[src/rtl/interval_timer_pkg.sv]
// rtl/interval_timer_pkg.sv - register map, CTRL bit positions and FSM states shared by the interval timer
package interval_timer_pkg;

  localparam logic [2:0] TIMER_CTRL     = 3'd0;
  localparam logic [2:0] TIMER_PRESCALE = 3'd1;
  localparam logic [2:0] TIMER_RELOAD   = 3'd2;
  localparam logic [2:0] TIMER_STATUS   = 3'd3;
  localparam logic [2:0] TIMER_COUNT    = 3'd4;

  localparam int CTRL_ENABLE   = 0;
  localparam int CTRL_PERIODIC = 1;
  localparam int CTRL_IRQ_EN   = 2;

  typedef enum logic [1:0] {
    IDLE = 2'd0,
    RUN  = 2'd1,
    DONE = 2'd2
  } timer_state_t;

endpackage

[src/rtl/interval_timer_counter.sv]
// rtl/interval_timer_counter.sv - generic up/down counter with synchronous load back to its low value
module interval_timer_counter #(
  parameter int unsigned Width = 16,
  parameter int unsigned Low   = 0,
  parameter bit          Up    = 1'b1
) (
  input  logic             clk,
  input  logic             rst,
  input  logic             en,
  input  logic             load,
  output logic [Width-1:0] value
);

  logic [Width-1:0] value_d, value_q;

  always_comb begin
    value_d = value_q;
    if (load) begin
      value_d = Width'(Low);
    end else if (en) begin
      value_d = Up ? value_q + Width'(1) : value_q - Width'(1);
    end
  end

  always_ff @(posedge clk or posedge rst) begin
    if (rst) begin
      value_q <= Width'(Low);
    end else begin
      value_q <= value_d;
    end
  end

  assign value = value_q;

endmodule

[src/rtl/interval_timer.sv]
// rtl/interval_timer.sv - programmable down-counting interval timer with prescaler and sticky interrupt
module interval_timer
  import interval_timer_pkg::*;
#(
  parameter int unsigned Width         = 32,
  parameter int unsigned PrescaleWidth = 16
) (
  input  logic        clk,
  input  logic        rst,
  input  logic        req_valid,
  output logic        req_ready,
  input  logic        req_we,
  input  logic [2:0]  req_addr,
  input  logic [31:0] req_wdata,
  output logic        rsp_valid,
  output logic [31:0] rsp_rdata,
  output logic        irq
);

  timer_state_t             state_d, state_q;
  logic [2:0]               ctrl_d, ctrl_q;
  logic [PrescaleWidth-1:0] prescale_d, prescale_q;
  logic [PrescaleWidth-1:0] pre_lat_d, pre_lat_q;
  logic [Width-1:0]         reload_d, reload_q;
  logic [Width-1:0]         count_d, count_q;
  logic                     pending_d, pending_q;
  logic                     irq_d, irq_q;
  logic                     rsp_valid_d, rsp_valid_q;
  logic [31:0]              rsp_rdata_d, rsp_rdata_q;

  logic                     wr, rd, disable_wr, start, tick, expire;
  logic                     pre_en, pre_load;
  logic [PrescaleWidth-1:0] pre_value;

  interval_timer_counter #(
    .Width (PrescaleWidth),
    .Low   (0),
    .Up    (1'b1)
  ) u_prescaler (
    .clk   (clk),
    .rst   (rst),
    .en    (pre_en),
    .load  (pre_load),
    .value (pre_value)
  );

  always_comb begin
    wr         = req_valid && req_we;
    rd         = req_valid && !req_we;
    // A disabling write overrides any tick landing in the same cycle.
    disable_wr = wr && (req_addr == TIMER_CTRL) && !req_wdata[CTRL_ENABLE];
    start      = (state_q == IDLE) && ctrl_q[CTRL_ENABLE] && !disable_wr;
    tick       = (state_q == RUN) && (pre_value == pre_lat_q) && !disable_wr;
    expire     = tick && (count_q == '0);
    pre_en     = (state_q == RUN) && !disable_wr;
    pre_load   = start || tick;
    pre_lat_d  = pre_load ? prescale_q : pre_lat_q;

    state_d = state_q;
    if (disable_wr) begin
      state_d = IDLE;
    end else if (start) begin
      state_d = RUN;
    end else if (expire && !ctrl_q[CTRL_PERIODIC]) begin
      state_d = DONE;
    end

    count_d = count_q;
    if (start || (expire && ctrl_q[CTRL_PERIODIC])) begin
      count_d = reload_q;
    end else if (tick && !expire) begin
      count_d = count_q - Width'(1);
    end

    ctrl_d     = ctrl_q;
    prescale_d = prescale_q;
    reload_d   = reload_q;
    pending_d  = pending_q;
    if (wr) begin
      case (req_addr)
        TIMER_CTRL:     ctrl_d     = req_wdata[2:0];
        TIMER_PRESCALE: prescale_d = req_wdata[PrescaleWidth-1:0];
        TIMER_RELOAD:   reload_d   = req_wdata[Width-1:0];
        TIMER_STATUS:   if (req_wdata[0]) pending_d = 1'b0;
        default:        ;
      endcase
    end
    if (expire) begin
      pending_d = 1'b1;
    end
    irq_d = pending_d && ctrl_d[CTRL_IRQ_EN];

    rsp_valid_d = rd;
    rsp_rdata_d = '0;
    if (rd) begin
      case (req_addr)
        TIMER_CTRL:     rsp_rdata_d = 32'(ctrl_q);
        TIMER_PRESCALE: rsp_rdata_d = 32'(prescale_q);
        TIMER_RELOAD:   rsp_rdata_d = 32'(reload_q);
        TIMER_STATUS:   rsp_rdata_d = 32'(pending_q);
        TIMER_COUNT:    rsp_rdata_d = 32'(count_q);
        default:        rsp_rdata_d = '0;
      endcase
    end
  end

  always_ff @(posedge clk or posedge rst) begin
    if (rst) begin
      state_q     <= IDLE;
      ctrl_q      <= '0;
      prescale_q  <= '0;
      pre_lat_q   <= '0;
      reload_q    <= '0;
      count_q     <= '0;
      pending_q   <= 1'b0;
      irq_q       <= 1'b0;
      rsp_valid_q <= 1'b0;
      rsp_rdata_q <= '0;
    end else begin
      state_q     <= state_d;
      ctrl_q      <= ctrl_d;
      prescale_q  <= prescale_d;
      pre_lat_q   <= pre_lat_d;
      reload_q    <= reload_d;
      count_q     <= count_d;
      pending_q   <= pending_d;
      irq_q       <= irq_d;
      rsp_valid_q <= rsp_valid_d;
      rsp_rdata_q <= rsp_rdata_d;
    end
  end

  assign req_ready = 1'b1;
  assign rsp_valid = rsp_valid_q;
  assign rsp_rdata = rsp_rdata_q;
  assign irq       = irq_q;

endmodule
[config.mk]
export PLATFORM = sky130hd
export DESIGN_NAME = interval_timer
export DESIGN_NICKNAME = d
export VERILOG_FILES = /design/src/rtl/interval_timer_pkg.sv /design/src/rtl/interval_timer_counter.sv /design/src/rtl/interval_timer.sv
export SDC_FILE = /design/constraint.sdc
export NUM_CORES = 1
export LEC_CHECK = 0
export ABC_AREA = 1
export CORE_AREA = 2 2 155 157
export DETAILED_ROUTE_END_ITERATION = 6
export DIE_AREA = 0 0 157 159
export GPL_TIMING_DRIVEN = 0
export PLACE_DENSITY = 0.6
export RECOVER_POWER = 100
export SLEW_MARGIN = 15
export SYNTH_ARGS = -nofsm -noshare
export SYNTH_HDL_FRONTEND = slang
export SYNTH_HIERARCHICAL = 1
export SYNTH_SLANG_ARGS = --single-unit
[constraint.sdc]
create_clock -name clk -period 6.25 [get_ports clk]
set_input_delay 0.625 -clock clk [delete_from_list [all_inputs] [get_ports clk]]
set_output_delay 0.625 -clock clk [all_outputs]
set_load 0.02 [all_outputs]
==> impl_results.md <==
- CP Class: primary input to flip-flop
- Post-Syn Nets: 1,067
- Worst Max-Slew Pin Slew: 1.66 ns
- Port bufs: 72
- CTS tree: built
- Row cnt: 56
- Most numerous cell in the Yosys netlist: nand2_1
- Antenna violations before repair: 0
- Placed cell area: 9240 um2
- Synth unique cells: 43
- Hold_sp: prescale_q[5]$_DFFE_PP0P_
- Tot GR Track Use: 18.1%
- FFs w/ async S/R, synth: 100%
- Synth top cells by count: 328 x nand2_1, 152 x dfrtp_1, 98 x inv_1
- Area delta synth->final: 21.6%
- Max-cap violation count: 1
- Final net count: 1,159
- Share of cells above drive strength 1: 10.6%
- Top cell type's share of synthesized area: 47.1%
- Pin count of the biggest net entering global routing: 104
- Post-synthesis compound-gate area fraction: 7.27%
- Worst Path Max Fanout: 13
- Final Cycle Share: 62.3%
- Routed Antenna Nets: 0
- Sequential area share after synthesis: 47.1%
- Leakage power: 4.79 nW
- Die area: 25,000 um2
- Detailed Route WL: 21,800 um
- Final Cell Area: 9830 um2
- Worst r2r path cells: 13
- WL/cell: 15.0 um
- Setup TNS Final: 0 ns
- Overflow after GRT: 0
- Main synth FF type: dfrtp_1
- Hold Crit Endpoint: pre_lat_q[5]$_DFFE_PP0P_
- Clk_skew: 0.0104 ns
- Longest Clk Path Bufs: 2
- Vias: 7,051
- Root buffer cell: clkbuf_16
- First-pass GRT wire length: 35,700 um
- Synth Area in XOR/XNOR: 3.36%
- Simple-gate portion of the synthesized area: 32.0%
- Reg2reg end: u_prescaler/value[11]$_DFFE_PP0P_
- Combinational family with the most area after synthesis: simple AND/OR/NAND/NOR gates
- Worst Setup End Kind: flip-flop
- Core Region: 23,200 um2
- Failing checks: max-capacitance violations, max-slew violations
- YS warnings: 6
- Hold Path Class: flip-flop to flip-flop
- Reg clk slew, reported paths: 0.06 ns
- Starting DRT DRC Count: 622
- Dpl hpwl: 16,000 um
- First-pass DRT Iterations: 5
- Fill cells: 2,357
- Run status: finished, violations left
- Routability Congestion: 0.884
- Setup bufs post-CTS: 0
- RSZ-0062 raised after global routing: no
- Slew Viols, Final: 34
- R2R Setup Slk: 2.61 ns
- Drt via density: 4.87
- Max Clock Freq: 257 MHz
- # resized after CTS: 0
- Later-pin clock latency in the skew report: 0.44 ns
- R2R Path Start: u_prescaler/value[3]$_DFFE_PP0P_
- Synth Cell Area: 8080 um2
- Slew margin rel.: -11.2%
- Largest area contributor in the netlist: dfrtp_1
- Die width: 157 um
- Tot Pwr: 0.00394 W
- Multiplexer area fraction after synthesis: 2.23%
- DIE HEIGHT: 159 um
- Avg Inst Size Synth: 7.88 um2
- DRC Markers: 0
- Number of flops mapped to enable cells by yosys: 0
- Post-Syn Instances: 1,026
- Synth top area cells: dfrtp_1 47%, nand2_1 15%, inv_1 4.6%, nor2_1 3.9%, o21ai_0 3.2%
- Tmin final: 3.89 ns
- Final Hold Fails: 0
- Hold-critical path depth: 2
- Final setup fails: 0
- CP startpoint kind: primary input
- CP required: 6.57 ns
- Vias in the first global route: 6,857
- Arr. time, crit path: 4.21 ns
- Adder-cell share of the synthesized area: 0.310%
- H-Tree Depth: 4
- PwrDens: 401 nW/um2
- Seq cells post-synth: 152
- I/O Pins: 74
- CTS sink count: 152
- Initial Util: 34.9%
- Number of diodes: 0
- IR drop worst, VDD: 0.165 mV
- Total clock buffers created by CTS: 17
- Post-CTS Hold Fix Bufs: 0
[flip-flops by register name, indices dropped and copies added (netlist names)]
signal / count
pending_q: 1
prescale_q: 16
irq: 1
ctrl_q: 3
rsp_valid: 1
state_q: 2
count_q: 32
pre_lat_q: 16
rsp_rdata: 32
u_prescaler/value: 16
reload_q: 32
[placed cells by master (no fill, tap or decap), drive strengths merged]
master / synthesis / final
nand2: 353 / 353
dfrtp: 152 / 152
inv: 114 / 114
nor2: 96 / 96
o21ai: 62 / 62
nand3: 59 / 59
clkbuf: 18 / 46
nand4: 39 / 39
dlygate4sd3: 0 / 38
clkdlybuf4s50: 0 / 34
a21oi: 28 / 28
xor2: 19 / 19
mux2: 16 / 16
nor3: 15 / 15
xnor2: 12 / 12
buf: 18 / 11
o211ai: 8 / 8
bufinv: 0 / 6
clkinvlp: 0 / 3
clkinv: 1 / 3
a221oi: 2 / 2
a211oi: 2 / 2
nand3b: 2 / 2
ha: 2 / 2
a31oi: 2 / 2
o22ai: 1 / 1
o31ai: 1 / 1
nor4: 1 / 1
conb: 1 / 1
nor3b: 1 / 1
o21bai: 1 / 1
[worst max-delay path, stage by stage]
cell and delay [ns]:
dlygate4sd3_1 0.55, nand2_1 0.10, inv_1 0.10, nand4_1 0.16, nand3_1 0.24, o21ai_0 0.72
clkbuf_1 0.51, nor2_1 0.25, nor2_1 0.37, nand2_1 0.22, nor3b_1 0.27, nor2_1 0.07
[layout make-up]
| cell class | count | area, um2 | share of cell area (%) |
|---|---|---|---|
| flip-flops and latches | 152 | 3800 | 38.7 |
| multi-input cells | 723 | 3610 | 36.7 |
| repair buffers | 73 | 748 | 7.61 |
| clock buffers | 20 | 437 | 4.44 |
| inverters | 115 | 433 | 4.40 |
| well taps | 319 | 399 | 4.06 |
| clock inverters | 11 | 221 | 2.25 |
| plain buffers | 36 | 183 | 1.86 |
[report_power, final]
group / internal, W / total [W] / leakage (nW) / switching [W]
Combinational: 0.000472 / 0.00123 / 2.50 / 0.000760
Sequential: 0.00123 / 0.00153 / 1.98 / 0.000299
Clock: 0.000749 / 0.00118 / 0.311 / 0.000428
Total: 0.00245 / 0.00394 / 4.79 / 0.00149
[logic make-up after synthesis]
kind of cell               Yosys count
buffers and inverters              151
AOI/OAI and AO/OA                  107
adders and majority gates            2
other                                1
and+or+nand+nor                    566
DFF                                152
xor gates and xnor gates            31
muxes                               16
[per-layer routing]
metal	share of wire [%]	GRT usage, %	up-vias
li1	-	-	3455
met1	49	26.4	3378
met2	44	27.1	190
met3	5.2	3.48	28
met4	1.7	5.63	0
met5	0	0	-
[worst max path at each step]
stage,from,cells past startpoint,endpoint
5_1_grt,req_valid,12,u_prescaler/value[11]$_DFFE_PP0P_
2_1_floorplan,rst,1,count_q[0]$_DFFE_PP0P_
4_1_cts,req_addr[1],11,u_prescaler/value[11]$_DFFE_PP0P_
3_5_place_dp,req_addr[1],11,u_prescaler/value[11]$_DFFE_PP0P_
3_3_place_gp,rst,2,rsp_rdata[25]$_DFF_PP0_
6_report,req_valid,12,u_prescaler/value[11]$_DFFE_PP0P_
[per-stage QoR]
step | utilization (%) | hold slack (ns) | instances | setup slack [ns]
2_1_floorplan | - | 0.475 | 1026 | 1.99
3_3_place_gp | 39.7 | 0.500 | 1417 | -0.193
3_5_place_dp | 39.8 | 0.507 | 1418 | 2.95
4_1_cts | 42.7 | 0.517 | 1449 | 3.40
5_1_grt | 42.4 | 0.555 | 1449 | 2.07
6_report | 42.4 | 0.515 | 1449 | 2.36
(Power assumes the default switching activity.)
